### src/rtl/jtframe_vtimer_if.sv
// jtframe_vtimer_if
//   Video timing bundle between the timing generator and its consumers.
//   Signals:
//     pxl_cen    pixel clock enable (consumer -> timer)
//     H, V       9-bit horizontal / vertical counters
//     Hinit      high during the last pixel of a line
//     Vinit      high during the last pixel of a frame
//     LHBL/LVBL  active-low horizontal / vertical blanking
//     HS/VS      active-high horizontal / vertical sync
//     frame_cnt  8-bit frame counter (only with JTFRAME_VTIMER_FRAMECNT_EN)
//   Modports: master = timing generator, slave = consumer.
//   Optional macro: JTFRAME_VTIMER_FRAMECNT_EN adds frame_cnt.
interface jtframe_vtimer_if;
    logic       pxl_cen;
    logic [8:0] H;
    logic [8:0] V;
    logic       Hinit;
    logic       Vinit;
    logic       LHBL;
    logic       LVBL;
    logic       HS;
    logic       VS;
`ifdef JTFRAME_VTIMER_FRAMECNT_EN
    logic [7:0] frame_cnt;

    modport master (
        input  pxl_cen,
        output H, V, Hinit, Vinit, LHBL, LVBL, HS, VS, frame_cnt
    );
    modport slave (
        output pxl_cen,
        input  H, V, Hinit, Vinit, LHBL, LVBL, HS, VS, frame_cnt
    );
`else
    modport master (
        input  pxl_cen,
        output H, V, Hinit, Vinit, LHBL, LVBL, HS, VS
    );
    modport slave (
        output pxl_cen,
        input  H, V, Hinit, Vinit, LHBL, LVBL, HS, VS
    );
`endif
endinterface

### src/rtl/jtframe_vtimer.sv
// jtframe_vtimer
//   Horizontal/vertical video timing generator. H counts pixels within a
//   line, V counts lines within a frame; both advance only on pxl_cen.
//   Blanking and sync flags are registered from the next counter values so
//   they change on the same edge as H/V.
//   Ports:
//     clk   system clock
//     rst   synchronous active-high reset
//     vid   jtframe_vtimer_if.master (pxl_cen in; H, V, Hinit, Vinit,
//           LHBL, LVBL, HS, VS out; frame_cnt out when enabled)
//   Optional macro: JTFRAME_VTIMER_FRAMECNT_EN adds an 8-bit wrapping frame
//   counter that advances on the pixel where Vinit is high.
module jtframe_vtimer #(
    parameter logic [8:0] HCNT_START = 9'd0,
    parameter logic [8:0] HCNT_END   = 9'd383,
    parameter logic [8:0] HB_START   = 9'd255,
    parameter logic [8:0] HB_END     = 9'd383,
    parameter logic [8:0] HS_START   = 9'd330,
    parameter logic [8:0] HS_END     = 9'd356,
    parameter logic [8:0] V_START    = 9'd0,
    parameter logic [8:0] VCNT_END   = 9'd262,
    parameter logic [8:0] VB_START   = 9'd223,
    parameter logic [8:0] VB_END     = 9'd262,
    parameter logic [8:0] VS_START   = 9'd245,
    parameter logic [8:0] VS_END     = 9'd248
) (
    input  logic           clk,
    input  logic           rst,
    jtframe_vtimer_if.master vid
);

    logic [8:0] h_reg, h_next;
    logic [8:0] v_reg, v_next;
    logic       lhbl_reg, lhbl_next;
    logic       lvbl_reg, lvbl_next;
    logic       hs_reg, hs_next;
    logic       vs_reg, vs_next;
    logic       hinit;
    logic       vinit;

    assign hinit = (h_reg == HCNT_END);
    assign vinit = hinit && (v_reg == VCNT_END);

    // Next counter values; equal to the current ones when pxl_cen is low,
    // which lets the flag registers load unconditionally below.
    always_comb begin
        h_next = h_reg;
        v_next = v_reg;
        if (vid.pxl_cen) begin
            if (hinit) begin
                h_next = HCNT_START;
                v_next = (v_reg == VCNT_END) ? V_START : v_reg + 9'd1;
            end else begin
                h_next = h_reg + 9'd1;
            end
        end
    end

    // Flags decoded from the next counters so they line up with H/V.
    // V only moves at line wrap, so LVBL/VS only change there too.
    always_comb begin
        lhbl_next = !((h_next > HB_START) && (h_next <= HB_END));
        lvbl_next = !((v_next > VB_START) && (v_next <= VB_END));
        hs_next   = (h_next >= HS_START) && (h_next < HS_END);
        vs_next   = (v_next >= VS_START) && (v_next < VS_END);
    end

    always_ff @(posedge clk) begin
        if (rst) begin
            h_reg    <= HCNT_START;
            v_reg    <= V_START;
            lhbl_reg <= 1'b1;
            lvbl_reg <= 1'b1;
            hs_reg   <= 1'b0;
            vs_reg   <= 1'b0;
        end else begin
            h_reg    <= h_next;
            v_reg    <= v_next;
            lhbl_reg <= lhbl_next;
            lvbl_reg <= lvbl_next;
            hs_reg   <= hs_next;
            vs_reg   <= vs_next;
        end
    end

    assign vid.H     = h_reg;
    assign vid.V     = v_reg;
    assign vid.Hinit = hinit;
    assign vid.Vinit = vinit;
    assign vid.LHBL  = lhbl_reg;
    assign vid.LVBL  = lvbl_reg;
    assign vid.HS    = hs_reg;
    assign vid.VS    = vs_reg;

`ifdef JTFRAME_VTIMER_FRAMECNT_EN
    logic [7:0] frame_cnt_reg;

    always_ff @(posedge clk) begin
        if (rst) begin
            frame_cnt_reg <= 8'd0;
        end else if (vid.pxl_cen && vinit) begin
            frame_cnt_reg <= frame_cnt_reg + 8'd1;
        end
    end

    assign vid.frame_cnt = frame_cnt_reg;
`endif

endmodule

### src/flat_wrapper.sv
// flat-port wrapper written by rule: the top's interface ports become plain ports
module jtframe_vtimer_flat 
#(
    parameter logic [8:0] HCNT_START = 9'd0,
    parameter logic [8:0] HCNT_END   = 9'd383,
    parameter logic [8:0] HB_START   = 9'd255,
    parameter logic [8:0] HB_END     = 9'd383,
    parameter logic [8:0] HS_START   = 9'd330,
    parameter logic [8:0] HS_END     = 9'd356,
    parameter logic [8:0] V_START    = 9'd0,
    parameter logic [8:0] VCNT_END   = 9'd262,
    parameter logic [8:0] VB_START   = 9'd223,
    parameter logic [8:0] VB_END     = 9'd262,
    parameter logic [8:0] VS_START   = 9'd245,
    parameter logic [8:0] VS_END     = 9'd248
)
  (clk, rst, vid_pxl_cen, vid_H, vid_V, vid_Hinit, vid_Vinit, vid_LHBL, vid_LVBL, vid_HS, vid_VS);
  jtframe_vtimer_if vid_i ();
  input  logic clk;
  input  logic rst;
  input wire logic [$bits(vid_i.pxl_cen)-1:0] vid_pxl_cen;
  output wire logic [$bits(vid_i.H)-1:0] vid_H;
  output wire logic [$bits(vid_i.V)-1:0] vid_V;
  output wire logic [$bits(vid_i.Hinit)-1:0] vid_Hinit;
  output wire logic [$bits(vid_i.Vinit)-1:0] vid_Vinit;
  output wire logic [$bits(vid_i.LHBL)-1:0] vid_LHBL;
  output wire logic [$bits(vid_i.LVBL)-1:0] vid_LVBL;
  output wire logic [$bits(vid_i.HS)-1:0] vid_HS;
  output wire logic [$bits(vid_i.VS)-1:0] vid_VS;
  assign vid_i.pxl_cen = vid_pxl_cen;
  assign vid_H = vid_i.H;
  assign vid_V = vid_i.V;
  assign vid_Hinit = vid_i.Hinit;
  assign vid_Vinit = vid_i.Vinit;
  assign vid_LHBL = vid_i.LHBL;
  assign vid_LVBL = vid_i.LVBL;
  assign vid_HS = vid_i.HS;
  assign vid_VS = vid_i.VS;
  jtframe_vtimer #(.HCNT_START(HCNT_START), .HCNT_END(HCNT_END), .HB_START(HB_START), .HB_END(HB_END), .HS_START(HS_START), .HS_END(HS_END), .V_START(V_START), .VCNT_END(VCNT_END), .VB_START(VB_START), .VB_END(VB_END), .VS_START(VS_START), .VS_END(VS_END)) u_core (.clk(clk), .rst(rst), .vid(vid_i));
endmodule
### config.mk
export PLATFORM = sky130hd
export DESIGN_NAME = jtframe_vtimer_flat
export DESIGN_NICKNAME = d
export VERILOG_FILES = /design/src/rtl/jtframe_vtimer_if.sv /design/src/rtl/jtframe_vtimer.sv /design/src/flat_wrapper.sv
export SDC_FILE = /design/constraint.sdc
export NUM_CORES = 1
export LEC_CHECK = 0
export ABC_AREA = 1
export BUFFER_PORTS_ARGS = -buffer_cell sky130_fd_sc_hd__buf_2
export CORE_UTILIZATION = 35
export DETAILED_ROUTE_END_ITERATION = 10
export MAX_ROUTING_LAYER = met4
export PLACE_DENSITY = 0.57
export SLEW_MARGIN = 25
export SYNTH_ARGS = -nofsm -noshare
export SYNTH_HDL_FRONTEND = slang
export SYNTH_SLANG_ARGS = --single-unit
### constraint.sdc
create_clock -name clk -period 1.7 [get_ports clk]
set_input_delay 0.34 -clock clk [delete_from_list [all_inputs] [get_ports clk]]
set_output_delay 0.34 -clock clk [all_outputs]
set_load 0.01 [all_outputs]
==> results.py <==
metrics = {
    "cts": {
        "cts.sinks": 22,
        "cts_max_level": 1,
        "cts_root_buffer": "clkbuf_8",
        "cts_buffers": 3,
        "cts_buffer_depth": 2,
        "path_clk_slew_ns": 0.08,
        "ctsHoldBuffers": 0,
        "cts_tree": "built",
        "worst_skew_pair.late_latency_ns": 0.26,
    },
    "finish": {
        "syn_to_final_growth_pct": 38.0,
        "nNetsFinal": 268,
        "drive_above_1_share": 0.358,
        "final_cells": 306,
        "diodes": 0,
        "num-fill-cells": 377,
    },
    "floorplanning": {
        "rows": 21,
        "chipHeight_um": 63.5,
        "initial_core_util": 0.382,
        "dieArea_um2": 4030,
        "coreArea_um2": 3470,
        "die_w_um": 63.5,
        "num_io_pins": 27,
    },
    "min_path": {
        "min_from": "rst",
        "hold_path_end": "u_core.vid.H[7]",
        "hold_path.class": "in -> reg",
        "timing.hold.worst_path_depth": 2,
    },
    "route": {
        "drt_iter0_drc": 79,
        "vias": 1374,
        "wl_per_cell_um": 11.2,
        "drc": 0,
        "wl_um": 3420,
        "vias_per_cell": 4.49,
        "drtPass1Iterations": 4,
        "ant_nets": 0,
    },
    "run_status": {
        "status": "complete, but fails checks",
        "violations": "negative setup slack",
    },
    "timing": {
        "finalCritPeriodShare": 1.02,
        "rsz0062_at_grt": "yes",
        "max_freq_mhz": 574,
        "fin_skew_ns": 0.00633,
        "hold_viol": 0,
        "fin_crit_ns": 1.74,
        "setup_violations": 1,
        "slew_headroom": 0.783,
        "setup_slack_ns": -0.0417,
        "maxSlewViolCount": 0,
        "tightest_slew_ns": 0.326,
    },
    "yosys": {
        "syn-cell-area_um2": 1320,
        "seq_area_frac_synth": 0.333,
        "ys_types": 29,
        "synth_area_per_cell_um2": 6.33,
        "yosys_warnings": 0,
        "synth_seq_cells": 22,
        "syn_inst": 209,
        "synth_nets": 215,
    },
    "power_and_ir_drop": {
        "p_leak_nw": 0.942,
        "powerDensity_nw_per_um2": 486,
        "ir_worst_vdd_mv": 0.352,
        "power_w": 0.000887,
    },
    "critical_path": {
        "crit_required_ns": 1.36,
        "r2r_end": "u_core.vid.LVBL",
        "cp-start-kind": "register",
        "critPathArrivalTime_ns": 1.40,
        "ff2ff_setup_slack_ns": 0.05,
        "cp_max_fo": 2,
        "ff2ff_path_depth": 12,
        "worstSetupPathType": "reg -> out",
        "r2r_start": "u_core.vid.H[1]",
        "crit_path_end_kind": "output port",
    },
    "place": {
        "port_buffers": 26,
        "dp_cells": 294,
        "gp_congestion": 0.796,
        "dp_hpwl_um": 2510,
    },
    "job": {
        "cap_violations": 0,
    },
    "global_route": {
        "grt_pass1_vias": 1268,
        "grt_antenna_before_repair": 0,
        "gr-usage-all-layers": 0.180,
        "grt_start_max_net_pins": 17,
        "grt_overflow": 0,
        "grt_pass1_wl_um": 5580,
    },
}
-- final cells by class --
cell class	instances	area [um^2]	area share
Sequential cell	22	453	0.248
Inverter	32	120	0.0658
Tap cell	46	57.6	0.0315
Multi-Input combinational cell	151	826	0.452
Timing Repair Buffer	52	329	0.180
Clock buffer	3	41.3	0.0226
-- registers in the layout, indices dropped and copies added, names as in the netlist --
signal	flops
u_core.vid.H	9
u_core.vid.V	9
u_core.vid.HS	1
u_core.vid.LHBL	1
u_core.vid.LVBL	1
u_core.vid.VS	1
-- metrics by stage --
stage	setup TNS (ns)	worst slack, ns	instance area [um^2]	hold WS [ns]	utilization
global placement	-0.00342	-0.00342	1620	0.606	0.466
CTS	-0.0646	-0.0646	1730	0.442	0.499
finish	-0.0417	-0.0417	1830	0.445	0.527
floorplan	0	0.0505	1320	0.511	-
detailed placement	-0.0421	-0.0421	1620	0.611	0.466
global route	-0.335	-0.106	1830	0.457	0.527
-- report_power, final --
part	switching, W	total [W]	internal, W
Sequential	0.00000437	0.000523	0.000518
Combinational	0.0000261	0.0000490	0.0000229
Clock	0.000157	0.000315	0.000158
-- cell usage after synthesis --
| master | count | area share |
|---|---|---|
| xor2_1 | 2 | 0.013 |
| xnor2_1 | 2 | 0.013 |
| nand2_2 | 2 | 0.0095 |
| o211ai_1 | 1 | 0.0057 |
| buf_2 | 1 | 0.0038 |
| inv_2 | 1 | 0.0028 |
| nor2_1 | 41 | 0.12 |
| o21ai_0 | 3 | 0.011 |
| a31oi_1 | 1 | 0.0047 |
| nor3b_2 | 1 | 0.0095 |
| dfxtp_1 | 22 | 0.33 |
| buf_6 | 1 | 0.0085 |
| nor2_4 | 2 | 0.017 |
| nand4_1 | 4 | 0.019 |
| ha_1 | 3 | 0.028 |
| o21ai_4 | 1 | 0.012 |
| inv_1 | 31 | 0.088 |
| mux2i_1 | 1 | 0.0076 |
| nor3_1 | 4 | 0.015 |
| nand3_2 | 1 | 0.0076 |
| nand2_1 | 63 | 0.18 |
| nor3b_1 | 1 | 0.0057 |
| nand3_1 | 12 | 0.045 |
| a21oi_1 | 2 | 0.0076 |
| nor2_2 | 1 | 0.0047 |
| nor4_1 | 1 | 0.0047 |
| clkbuf_1 | 2 | 0.0057 |
| o21bai_1 | 1 | 0.0057 |
| nand4_4 | 1 | 0.016 |
-- worst max-delay path by stage --
stage                       to  cells past startpoint             from
4_1_cts              vid_Vinit                      7  u_core.vid.V[0]
3_5_place_dp   u_core.vid.LVBL                     11  u_core.vid.H[0]
6_report             vid_Vinit                      7  u_core.vid.V[0]
2_1_floorplan        vid_Vinit                      5  u_core.vid.V[1]
5_1_grt              vid_Vinit                      7  u_core.vid.V[0]
3_3_place_gp   u_core.vid.LVBL                     11  u_core.vid.H[0]
-- metal layers --
metal	wire, um	global-route usage	vias up
met2	1610	0.291	25
met4	34	0.0625	0
met5	0	-	-
li1	-	-	741
met1	1680	0.232	604
met3	100	0.0199	4
-- logic make-up (layout without fill, tap and decap cells) --
family / Yosys count / count (layout) / synth area share
AND/OR/NAND/NOR: 134 / 134 / 0.449
adder cells (fa/ha/maj): 3 / 3 / 0.0284
AO/OA/AOI/OAI: 9 / 9 / 0.0473
XOR/XNOR: 4 / 4 / 0.0265
multiplexers: 1 / 1 / 0.00756
flip-flops: 22 / 22 / 0.333
buffers and inverters: 36 / 87 / 0.109
-- cells in the final DEF, fill, tap and decap left out, types with 3 or more instances in the layout --
cell type  instances
nand2_1           56
nor2_1            37
inv_1             29
buf_2             26
buf_4             25
dfxtp_1           14
nand3_1           10
nand2_2            8
dfxtp_2            7
nor2_2             4
nand4_1            4
inv_2              3
nor3_1             3
nor2_4             3
nand3_2            3
clkbuf_8           3
-- worst max-delay path, stage by stage, from the launching register on --
cell and delay [ns]:
dfxtp_2 0.33, inv_2 0.07, ha_4 0.13, nand2_2 0.06
nor2_2 0.10, nand2_2 0.09, nor4_2 0.21, buf_2 0.17
-- repair_timing --
action / in CTS / in global routing
resized for setup: 13 / 23
pin swaps: 4 / 18
setup buffers: 5 / 4
setup endpoints to repair: 3 / 5
gates cloned: 0 / 0
Power figures use the tool's default switching activity.
